--- src/rtl/hazard_stall_ctrl_pkg.sv ---
// Shared pipeline types for the hazard/stall controller: register addressing,
// the HiLo busy FSM encoding and the pipeline-control output bundle.
package hazard_stall_ctrl_pkg;

   localparam int REG_AW             = 5;
   localparam int MULDIV_LATENCY_DEF = 4;

   typedef logic [REG_AW-1:0] reg_addr_t;

   localparam reg_addr_t REG_ZERO = '0;

   typedef enum logic {IDLE = 1'b0, BUSY = 1'b1} busy_state_e;

   typedef struct packed {
      logic stall_or_not;
      logic pc_write_en;
      logic if_id_write_en;
      logic if_id_flush;
   } pipe_ctrl_t;

   // A source operand collides only if the instruction actually reads it.
   function automatic logic src_match(input logic uses, input reg_addr_t src,
                                      input reg_addr_t dst);
      return uses && (src == dst);
   endfunction

endpackage

--- src/rtl/hazard_stall_ctrl_if.sv ---
// ID/EXE hazard bus: decoded operand info from the pipeline in, stall/flush
// controls and debug status back out.
interface hazard_stall_ctrl_if
   import hazard_stall_ctrl_pkg::*;
#(
   parameter int STAT_W = 16
);
   reg_addr_t          id_rs_addr;
   reg_addr_t          id_rt_addr;
   logic               id_uses_rs;
   logic               id_uses_rt;
   logic               id_reads_hilo;
   logic               id_is_muldiv;
   logic               ex_mem_read;
   reg_addr_t          ex_rt_addr;
   logic               ex_write_hilo;
   logic               ex_branch_taken;
   logic               stall_or_not;
   logic               pc_write_en;
   logic               if_id_write_en;
   logic               if_id_flush;
   logic               muldiv_busy;
   logic [STAT_W-1:0]  stall_cycles;

   modport master (
      output id_rs_addr, id_rt_addr, id_uses_rs, id_uses_rt, id_reads_hilo,
             id_is_muldiv, ex_mem_read, ex_rt_addr, ex_write_hilo, ex_branch_taken,
      input  stall_or_not, pc_write_en, if_id_write_en, if_id_flush,
             muldiv_busy, stall_cycles
   );

   modport slave (
      input  id_rs_addr, id_rt_addr, id_uses_rs, id_uses_rt, id_reads_hilo,
             id_is_muldiv, ex_mem_read, ex_rt_addr, ex_write_hilo, ex_branch_taken,
      output stall_or_not, pc_write_en, if_id_write_en, if_id_flush,
             muldiv_busy, stall_cycles
   );
endinterface

--- src/rtl/hazard_stall_ctrl_hilo_busy_counter.sv ---
// HiLo occupancy tracker: a HiLo-writing mul/div leaving EXE keeps the unit
// busy for MULDIV_LATENCY-1 further negedges.
module hilo_busy_counter
   import hazard_stall_ctrl_pkg::*;
#(
   parameter int MULDIV_LATENCY = MULDIV_LATENCY_DEF,
   parameter int CNT_W          = 3
) (
   input  logic clk,
   input  logic rst_n,
   input  logic ex_write_hilo,
   output logic muldiv_busy
);

   localparam logic [CNT_W-1:0] CNT_LOAD = CNT_W'(MULDIV_LATENCY - 1);
   localparam bit               HAS_BUSY = (MULDIV_LATENCY > 1);

   busy_state_e       state, state_nx;
   logic [CNT_W-1:0]  cnt, cnt_nx;

   always_ff @(negedge clk or negedge rst_n) begin
      if (!rst_n) begin
         state <= IDLE;
         cnt   <= '0;
      end else begin
         state <= state_nx;
         cnt   <= cnt_nx;
      end
   end

   // A write while already busy restarts the window rather than being lost.
   always_comb begin
      state_nx = state;
      cnt_nx   = cnt;
      if (ex_write_hilo && HAS_BUSY) begin
         state_nx = BUSY;
         cnt_nx   = CNT_LOAD;
      end else if (state == BUSY) begin
         if (cnt <= CNT_W'(1)) begin
            state_nx = IDLE;
            cnt_nx   = '0;
         end else begin
            cnt_nx   = cnt - CNT_W'(1);
         end
      end
   end

   always_comb begin
      muldiv_busy = (state == BUSY);
   end

endmodule

--- src/rtl/hazard_stall_ctrl.sv ---
// Hazard and stall controller for the ID/EXE boundary: load-use and HiLo
// stalls, taken-branch flush, and a saturating stall-cycle statistic.
module hazard_stall_ctrl
   import hazard_stall_ctrl_pkg::*;
#(
   parameter int MULDIV_LATENCY = MULDIV_LATENCY_DEF,
   parameter int CNT_W          = 3,
   parameter int STAT_W         = 16
) (
   input  logic                clk,
   input  logic                rst_n,
   hazard_stall_ctrl_if.slave  hz
);

   logic              muldiv_busy;
   logic              load_use;
   logic              hilo_hazard;
   logic              hazard;
   pipe_ctrl_t        ctrl;
   logic [STAT_W-1:0] stat_q;

   hilo_busy_counter #(
      .MULDIV_LATENCY (MULDIV_LATENCY),
      .CNT_W          (CNT_W)
   ) u_busy (
      .clk           (clk),
      .rst_n         (rst_n),
      .ex_write_hilo (hz.ex_write_hilo),
      .muldiv_busy   (muldiv_busy)
   );

   // $zero loads never create a dependency.
   assign load_use = hz.ex_mem_read && (hz.ex_rt_addr != REG_ZERO) &&
                     (src_match(hz.id_uses_rs, hz.id_rs_addr, hz.ex_rt_addr) ||
                      src_match(hz.id_uses_rt, hz.id_rt_addr, hz.ex_rt_addr));

   assign hilo_hazard = muldiv_busy && (hz.id_reads_hilo || hz.id_is_muldiv);
   assign hazard      = load_use || hilo_hazard;

   // Flush beats stall: the ID instruction is wrong-path, so let fetch advance.
   always_comb begin
      ctrl = '{stall_or_not: 1'b0, pc_write_en: 1'b1,
               if_id_write_en: 1'b1, if_id_flush: 1'b0};
      if (!rst_n) begin
         ctrl = '{stall_or_not: 1'b0, pc_write_en: 1'b1,
                  if_id_write_en: 1'b1, if_id_flush: 1'b0};
      end else if (hz.ex_branch_taken) begin
         ctrl = '{stall_or_not: 1'b1, pc_write_en: 1'b1,
                  if_id_write_en: 1'b1, if_id_flush: 1'b1};
      end else if (hazard) begin
         ctrl = '{stall_or_not: 1'b1, pc_write_en: 1'b0,
                  if_id_write_en: 1'b0, if_id_flush: 1'b0};
      end
   end

   always_ff @(negedge clk or negedge rst_n) begin
      if (!rst_n) begin
         stat_q <= '0;
      end else if (hazard && !hz.ex_branch_taken && (stat_q != '1)) begin
         stat_q <= stat_q + STAT_W'(1);
      end
   end

   assign hz.stall_or_not   = ctrl.stall_or_not;
   assign hz.pc_write_en    = ctrl.pc_write_en;
   assign hz.if_id_write_en = ctrl.if_id_write_en;
   assign hz.if_id_flush    = ctrl.if_id_flush;
   assign hz.muldiv_busy    = muldiv_busy;
   assign hz.stall_cycles   = stat_q;

endmodule
--- src/flat_wrapper.sv ---
// flat-port wrapper written by rule: the top's interface ports become plain ports
module hazard_stall_ctrl_flat import hazard_stall_ctrl_pkg::*;
#(
   parameter int MULDIV_LATENCY = MULDIV_LATENCY_DEF,
   parameter int CNT_W          = 3,
   parameter int STAT_W         = 16
)
  (clk, rst_n, hz_id_rs_addr, hz_id_rt_addr, hz_id_uses_rs, hz_id_uses_rt, hz_id_reads_hilo, hz_id_is_muldiv, hz_ex_mem_read, hz_ex_rt_addr, hz_ex_write_hilo, hz_ex_branch_taken, hz_stall_or_not, hz_pc_write_en, hz_if_id_write_en, hz_if_id_flush, hz_muldiv_busy, hz_stall_cycles);
  hazard_stall_ctrl_if #(.STAT_W(STAT_W)) hz_i ();
  input  logic clk;
  input  logic rst_n;
  input wire logic [$bits(hz_i.id_rs_addr)-1:0] hz_id_rs_addr;
  input wire logic [$bits(hz_i.id_rt_addr)-1:0] hz_id_rt_addr;
  input wire logic [$bits(hz_i.id_uses_rs)-1:0] hz_id_uses_rs;
  input wire logic [$bits(hz_i.id_uses_rt)-1:0] hz_id_uses_rt;
  input wire logic [$bits(hz_i.id_reads_hilo)-1:0] hz_id_reads_hilo;
  input wire logic [$bits(hz_i.id_is_muldiv)-1:0] hz_id_is_muldiv;
  input wire logic [$bits(hz_i.ex_mem_read)-1:0] hz_ex_mem_read;
  input wire logic [$bits(hz_i.ex_rt_addr)-1:0] hz_ex_rt_addr;
  input wire logic [$bits(hz_i.ex_write_hilo)-1:0] hz_ex_write_hilo;
  input wire logic [$bits(hz_i.ex_branch_taken)-1:0] hz_ex_branch_taken;
  output wire logic [$bits(hz_i.stall_or_not)-1:0] hz_stall_or_not;
  output wire logic [$bits(hz_i.pc_write_en)-1:0] hz_pc_write_en;
  output wire logic [$bits(hz_i.if_id_write_en)-1:0] hz_if_id_write_en;
  output wire logic [$bits(hz_i.if_id_flush)-1:0] hz_if_id_flush;
  output wire logic [$bits(hz_i.muldiv_busy)-1:0] hz_muldiv_busy;
  output wire logic [$bits(hz_i.stall_cycles)-1:0] hz_stall_cycles;
  assign hz_i.id_rs_addr = hz_id_rs_addr;
  assign hz_i.id_rt_addr = hz_id_rt_addr;
  assign hz_i.id_uses_rs = hz_id_uses_rs;
  assign hz_i.id_uses_rt = hz_id_uses_rt;
  assign hz_i.id_reads_hilo = hz_id_reads_hilo;
  assign hz_i.id_is_muldiv = hz_id_is_muldiv;
  assign hz_i.ex_mem_read = hz_ex_mem_read;
  assign hz_i.ex_rt_addr = hz_ex_rt_addr;
  assign hz_i.ex_write_hilo = hz_ex_write_hilo;
  assign hz_i.ex_branch_taken = hz_ex_branch_taken;
  assign hz_stall_or_not = hz_i.stall_or_not;
  assign hz_pc_write_en = hz_i.pc_write_en;
  assign hz_if_id_write_en = hz_i.if_id_write_en;
  assign hz_if_id_flush = hz_i.if_id_flush;
  assign hz_muldiv_busy = hz_i.muldiv_busy;
  assign hz_stall_cycles = hz_i.stall_cycles;
  hazard_stall_ctrl #(.MULDIV_LATENCY(MULDIV_LATENCY), .CNT_W(CNT_W), .STAT_W(STAT_W)) u_core (.clk(clk), .rst_n(rst_n), .hz(hz_i));
endmodule
--- config.mk ---
export PLATFORM = sky130hd
export DESIGN_NAME = hazard_stall_ctrl_flat
export DESIGN_NICKNAME = d
export VERILOG_FILES = /design/src/rtl/hazard_stall_ctrl_pkg.sv /design/src/rtl/hazard_stall_ctrl_if.sv /design/src/rtl/hazard_stall_ctrl_hilo_busy_counter.sv /design/src/rtl/hazard_stall_ctrl.sv /design/src/flat_wrapper.sv
export SDC_FILE = /design/constraint.sdc
export NUM_CORES = 1
export LEC_CHECK = 0
export ABC_CLOCK_PERIOD_IN_PS = 1990
export CAP_MARGIN = 15
export CORE_MARGIN = 5
export CORE_UTILIZATION = 39
export DETAILED_ROUTE_END_ITERATION = 10
export PLACE_DENSITY = 0.72
export SLEW_MARGIN = 0
export SYNTH_ARGS = -nofsm -noshare
export SYNTH_HDL_FRONTEND = slang
export SYNTH_SLANG_ARGS = --single-unit
--- constraint.sdc ---
create_clock -name clk -period 1.99 [get_ports clk]
set_input_delay 0.2985 -clock clk [delete_from_list [all_inputs] [get_ports clk]]
set_output_delay 0.2985 -clock clk [all_outputs]
set_load 0.02 [all_outputs]
---- After elaboration in Yosys (flattened, before gate mapping) ----
Cells that the tools add are included.
cells by class
  reduce and logical (&&, ||, !) cells .... 13
  equal/unequal tests ..................... 3
  mux-type cells .......................... 9
  $add $sub $neg .......................... 2
  magnitude comparators ................... 1
operator list
  operator                                                        count
  adder 16 x 1 -> 16 bit, second input constant                   1
  != test 16 bit, second input constant                           1
  two-way mux 4 bit                                               3
  == test 5 bit                                                   2
  two-way mux 3 bit                                               3
  logical AND 1 bit                                               7
  nonzero test 5 bit                                              1
  less-or-equal comparator 3 x 1 -> 1 bit, second input constant  1
  logical OR 1 bit                                                3
  two-way mux 1 bit                                               3
  subtractor 3 x 1 -> 3 bit, second input constant                1
  nonzero test 2 bit                                              1
  logical NOT 1 bit                                               1
storage, ports and cells
  input port bits ......................... 24
  output and inout bits ................... 21
  flip-flop bits (word level) ............. 20

---- Logic depth before layout (Yosys ltp) ----
Gate-level depths: netlist of the first run.
  depth after elaboration ................. 8
  depth in mapped cells ................... 7
  depth with buffers taken out ............ 6

---- Modules after synthesis ----
A second synthesis of the first run with hierarchy kept.
unflattened totals
  cell total of the unflattened synthesis .. 121
  area, all modules ....................... 1223.7 um2
by module, submodules not included
  module             cells an instance  area an instance (um2)  seq. area each (um2)  instances
  hazard_stall_ctrl  100                1018.5                  400.4                 1
  hilo_busy_counter  21                 205.2                   100.1                 1

==> results of run 1 <==
## final cells by class
cell class / count / area [um2]
Clock buffer: 4 / 36.3
Fill cell: 186 / 707
Inverter: 3 / 11.3
Multi-Input combinational cell: 91 / 858
Sequential cell: 20 / 500
Tap cell: 33 / 41.3
Timing Repair Buffer: 88 / 823
## kinds of logic after synthesis
group,after synthesis
adder cells (fa/ha/maj),3
multiplexers,2
buffers and inverters,5
AND/OR/NAND/NOR,49
flip-flops,20
XOR/XNOR,24
AO/OA/AOI/OAI,13
## sequential cells by signal, indices dropped and copies added, names as in the netlist
name / cells
u_core.u_busy.muldiv_busy: 1
u_core.u_busy.cnt: 3
u_core.hz.stall_cycles: 16
## Yosys cell counts, drive strengths merged
| cell type | n |
|---|---|
| ha | 3 |
| nor3 | 7 |
| nand3 | 6 |
| buf | 2 |
| nand4 | 4 |
| o21bai | 2 |
| a21oi | 4 |
| nand2 | 10 |
| or2 | 1 |
| nand2b | 2 |
| nor3b | 1 |
| o21ai | 2 |
| or4 | 1 |
| xnor2 | 10 |
| or3 | 2 |
| mux2 | 2 |
| o31ai | 3 |
| xor2 | 14 |
| inv | 3 |
| o21a | 1 |
| and2 | 1 |
| nor2 | 6 |
| o22ai | 1 |
| nor4 | 5 |
| nor4b | 2 |
| dfrtn | 20 |
| nor2b | 1 |
## where the power goes
group	total, mW	leakage (nW)	switching (mW)	internal (mW)
sequential	0.573	0.258	0.0701	0.503
combinational	1.04	0.837	0.495	0.541
clock	0.237	0.0210	0.125	0.112
total	1.85	1.12	0.691	1.16
## final timing paths
kind | start | endpoint | slack, ns | cells past startpoint
hold / removal | u_core.u_busy.cnt[1] | u_core.u_busy.cnt[1] | 0.49 | 2
hold reg to reg | u_core.u_busy.cnt[1] | u_core.u_busy.cnt[1] | 0.49 | 2
setup reg to reg | u_core.hz.stall_cycles[7] | u_core.hz.stall_cycles[15] | -0.40 | 8
max in group asynchronous | rst_n | u_core.hz.stall_cycles[11] | 0.62 | 2
min in group asynchronous | rst_n | u_core.hz.stall_cycles[13] | 1.08 | 2
setup / recovery | hz_ex_rt_addr[3] | u_core.hz.stall_cycles[6] | -0.78 | 9
## critical path, cell delays in order
cell     delay (ns)
buf_6          0.10
or4_4          0.52
o21ai_2        0.19
nor2_2         0.07
a21oi_4        0.22
buf_4          0.19
buf_6          0.14
nor4_4         0.05
xor2_1         0.14
## placed cells by master (no fill, tap or decap), types with 3 or more instances in the layout
cell             count
dfrtn_1             20
dlygate4sd2_1        3
nand2_1              9
clkdlybuf4s15_1      7
inv_1                3
xor2_1              13
nor3_4               3
xnor2_2              3
a21oi_1              3
buf_4               34
nor4_4               5
o31ai_1              3
nand4_1              4
nor2_1               3
clkbuf_4             3
clkdlybuf4s50_1      7
nor3_2               3
buf_6               31
nand3_1              6
xnor2_1              7
ha_1                 3
## through the flow
step | std cells | hold slack (ns) | power, mW
5_1_grt | 239 | 0.519 | 1.96
3_3_place_gp | 223 | 0.461 | 1.35
4_1_cts | 234 | 0.485 | 1.78
3_5_place_dp | 223 | 0.484 | 1.39
6_report | 239 | 0.488 | 1.85
2_1_floorplan | 116 | 0.438 | 0.956
## what timing repair did
action                                  4_1_cts  5_1_grt
gates cloned                                  1        0
resized for setup                           187       17
endpoints found under the setup margin       36       36
buffers inserted                              6        5
pin swaps                                    26       19
## layer usage
metal | global-route usage (%) | routed length [um] | up-vias
met2 | 37.9 | 2210 | 49
met1 | 21.7 | 1500 | 597
met5 | 0 | 0 | -
met4 | 8.71 | 87 | 0
li1 | - | - | 588
met3 | 5.55 | 347 | 10
==> metrics.yaml, run 1 <==
run_status:
  status: "finished, violations left"
  violations: "negative setup slack"
layout:
  final_area_um2: 2270
  drive_gt1_share_pct: 51.5
  antenna_cells: 0
  area_delta_synth_final_pct: 92.7
  fin_util_pct: 76.3
  nets: 234
sta:
  setup_viol: 36
  tns_ns: -16.62
  layout_setup_ws_ns: -0.781
  skew_ns: 0.00518
  timing.slew.headroom_pct: 60.4
  worst_slew_pin_slew_ns: 0.589
  rsz0062_at_grt: "yes"
  slew_violations: 0
  hold_viol: 0
drt:
  drtPass1Iterations: 4
  vias: 1244
  drt-wirelength-per-cell_um: 17.3
  drc: 0
  drtIter0Drc: 25
  drt_wl_total_um: 4140
  ant_nets: 0
  vias_per_cell: 5.21
pwr:
  leakage_nw: 1.12
  p_per_area_nw_per_um2: 813
  irDropWorstVdd_v: 0.000790
yosys:
  syn_area_um2: 1180
  yosysTopAreaCell: "dfrtn_1"
  synth_adder_area_share_pct: 3.18
  synth-seq-cells: 20
  yosys-top-cells-area: "dfrtn_1 (42%), xor2_1 (10%), xnor2_1 (7.4%)"
  synth-xor-area-share_pct: 17.8
  yosys_warnings: 0
  synthDistinctLibCells: 32
  yosys.area.top_type_share_pct: 42.5
  synth_top_family_by_area: "simple AND/OR/NAND/NOR gates"
  syn_area_per_cell_um2: 10.2
  yosysSeqAreaShare_pct: 42.5
  synthMuxAreaShare_pct: 2.55
  synth_compound_area_share_pct: 8.39
  synth_nets: 143
  yosys.area_share.simple_pct: 23.0
  synth_cells: 116
place:
  place.gp.congestion: 0.873
  post-dp-hpwl_um: 2590
  detailed_place.area_um2: 1900
  io_buffers: 44
  place_ws_ns: -1.49
floorplan:
  core_area_um2: 2980
  dieArea_um2: 4220
  fp.dieH_um: 65.0
  die_width_um: 65.0
  start_util_pct: 39.6
  top_level_ports: 45
  placementRows: 20
clock_network:
  path_clk_slew_ns: 0.08
  clock_latency_ns: 0.30
  root_buffer: "clkbuf_4"
  clkSinkCount: 20
  numCtsBuffers: 3
  ctsLongestPathBuffers: 2
  cts_hold_buf: 0
  cts.htree.levels: 1
  cts_tree: "done"
global_routing:
  grt_remaining_overflow: 0
  grt_max_degree: 17
  grt_pass1_wl_um: 6600
  grt_pass1_vias: 1383
  grt_util_all_layers_pct: 20.6
  antenna_found_initial: 0
critical_path:
  crit_path_end_kind: "flop"
  required_ns: 1.14
  cp-start-kind: "input port"
  worstSetupPathType: "input port to flop"
  cp_data_arrival_time_ns: 1.92
  cp_max_fo: 5
min_path:
  hp-class: "flop to flop"
job:
  cap_violations: 0
Note: power is estimated with default switching activity, not from simulation.
==> run 2: changes to the inputs <==
--- a/config.mk
+++ b/config.mk
@@ -11,7 +11,9 @@
 export CORE_UTILIZATION = 39
 export DETAILED_ROUTE_END_ITERATION = 10
 export PLACE_DENSITY = 0.72
+export SKIP_CTS_REPAIR_TIMING = 1
 export SLEW_MARGIN = 0
 export SYNTH_ARGS = -nofsm -noshare
 export SYNTH_HDL_FRONTEND = slang
 export SYNTH_SLANG_ARGS = --single-unit
+export TNS_END_PERCENT = 30
==> run 2 against run 1 <==
Net effect: the flow still finishes with violations (negative setup slack); clock skew fell by 0.0030 ns; via count fell by 0.32%; register-to-register slack improved by 0.06 ns; combinational power fell by 7%; clock power rose by 40%; hold slack improved by 0.0052 ns; highest routed layer unchanged; non-clock buffer count fell by 8; global-route usage fell by 3.5 points; sequential cell count did not move.
==> metrics.yaml, run 2 (synthesis results as in run 1) <==
run_status:
  status: "finished, violations left"
  violations: "negative setup slack"
critical_path:
  cp-start-kind: "input port"
  crit_path_end_kind: "flop"
  worstSetupPathType: "input port to flop"
  cp_max_fo: 7
  required_ns: 1.14
  cp_data_arrival_time_ns: 1.91
sta:
  skew_ns: 0.00216
  hold_viol: 0
  slew_violations: 0
  setup_viol: 36
  layout_setup_ws_ns: -0.771
  rsz0062_at_grt: "yes"
  worst_slew_pin_slew_ns: 0.318
  timing.slew.headroom_pct: 78.8
  whs_ns: 0.493
layout:
  antenna_cells: 0
  fin_cells: 231
  area_delta_synth_final_pct: 86.4
  fin_util_pct: 73.8
  nets: 226
  final_area_um2: 2200
  drive_gt1_share_pct: 45.5
  final_common_cell: "buf_4"
  largest_reg_flops: 16
  final_cell_mix: "buf_4 (34), buf_6 (21), dfrtn_1 (20)"
clock_network:
  cts.htree.levels: 1
  cts_tree: "done"
  path_clk_slew_ns: 0.08
  ctsLongestPathBuffers: 2
  numCtsBuffers: 3
  clkSinkCount: 20
  root_buffer: "clkbuf_4"
  clock_latency_ns: 0.30
drt:
  vias: 1240
  vias_per_cell: 5.37
  drt_wl_total_um: 3970
  drtPass1Iterations: 4
  ant_nets: 0
  drc: 0
  drtIter0Drc: 21
  drt-wirelength-per-cell_um: 17.2
floorplan:
  start_util_pct: 39.6
  dieArea_um2: 4220
  top_level_ports: 45
  core_area_um2: 2980
  placementRows: 20
  die_width_um: 65.0
  fp.dieH_um: 65.0
global_routing:
  antenna_found_initial: 0
  grt_pass1_vias: 1274
  grt_max_degree: 17
  grt_pass1_wl_um: 5550
  grt_util_all_layers_pct: 17.1
  grt_remaining_overflow: 0
place:
  place.gp.congestion: 0.798
  detailed_place.area_um2: 1900
  post-dp-hpwl_um: 2640
  place_inst: 221
  io_buffers: 44
pwr:
  irDropWorstVdd_v: 0.000960
  leakage_nw: 1.14
  p_per_area_nw_per_um2: 854
job:
  cap_violations: 0
min_path:
  hp-class: "flop to flop"
-- run 2: changes by cell type in the layout (fill, tap and decap cells not counted), moves of 2 or more --
| cell | previous run | this run |
|---|---|---|
| dlymetal6s2s_1 | 1 | 12 |
| dlygate4sd2_1 | 3 | 0 |
| nor4_2 | 0 | 2 |
| buf_6 | 31 | 21 |
| nor4_4 | 5 | 3 |
| buf_2 | 2 | 0 |
| clkdlybuf4s15_1 | 7 | 0 |
-- run 2: through the flow --
step / TNS (ns) / setup WS (ns) / power (mW)
2_1_floorplan: -13.27 / -0.775 / 0.955
3_3_place_gp: -28.61 / -1.36 / 1.35
3_5_place_dp: -29.29 / -1.38 / 1.40
4_1_cts: -30.41 / -1.29 / 1.74
5_1_grt: -17.96 / -0.847 / 1.98
6_report: -16.15 / -0.771 / 1.88
-- run 2: worst max-delay path: stages --
cell,delay (ns)
buf_6,0.10
or4_4,0.54
o21ai_4,0.19
nor2_4,0.06
a21oi_4,0.18
buf_12,0.14
buf_4,0.13
buf_6,0.10
nor4_4,0.03
xor2_1,0.15
-- run 2: final timing paths --
path	cells past startpoint	endpoint	slack (ns)	startpoint
min reg2reg	2	u_core.u_busy.cnt[1]	0.49	u_core.u_busy.cnt[1]
max	10	u_core.hz.stall_cycles[8]	-0.77	hz_ex_rt_addr[3]
max in group asynchronous	2	u_core.hz.stall_cycles[13]	0.37	rst_n
max reg2reg	7	u_core.hz.stall_cycles[1]	-0.34	u_core.hz.stall_cycles[4]
min	2	u_core.u_busy.cnt[1]	0.49	u_core.u_busy.cnt[1]
min in group asynchronous	1	u_core.hz.stall_cycles[6]	1.13	rst_n
-- run 2: cell type report --
class,instances,area [um2]
multi-input combinational,91,810
timing repair buffer,80,782
fill,209,781
sequential,20,500
tap,33,41.3
clock inverter,1,30.0
clock buffer,3,22.5
inverter,3,11.3
-- run 2: where the power goes --
part	total (mW)	internal (mW)	switching, mW
clock network	0.332	0.204	0.129
registers	0.575	0.503	0.0723
logic	0.968	0.499	0.469
total	1.88	1.21	0.670
-- run 2: metal layers --
metal	track usage (%)	wire length, um
met1	17.4	1470
met4	6.86	150
met2	31.2	2060
met3	6.24	292
met5	0	0
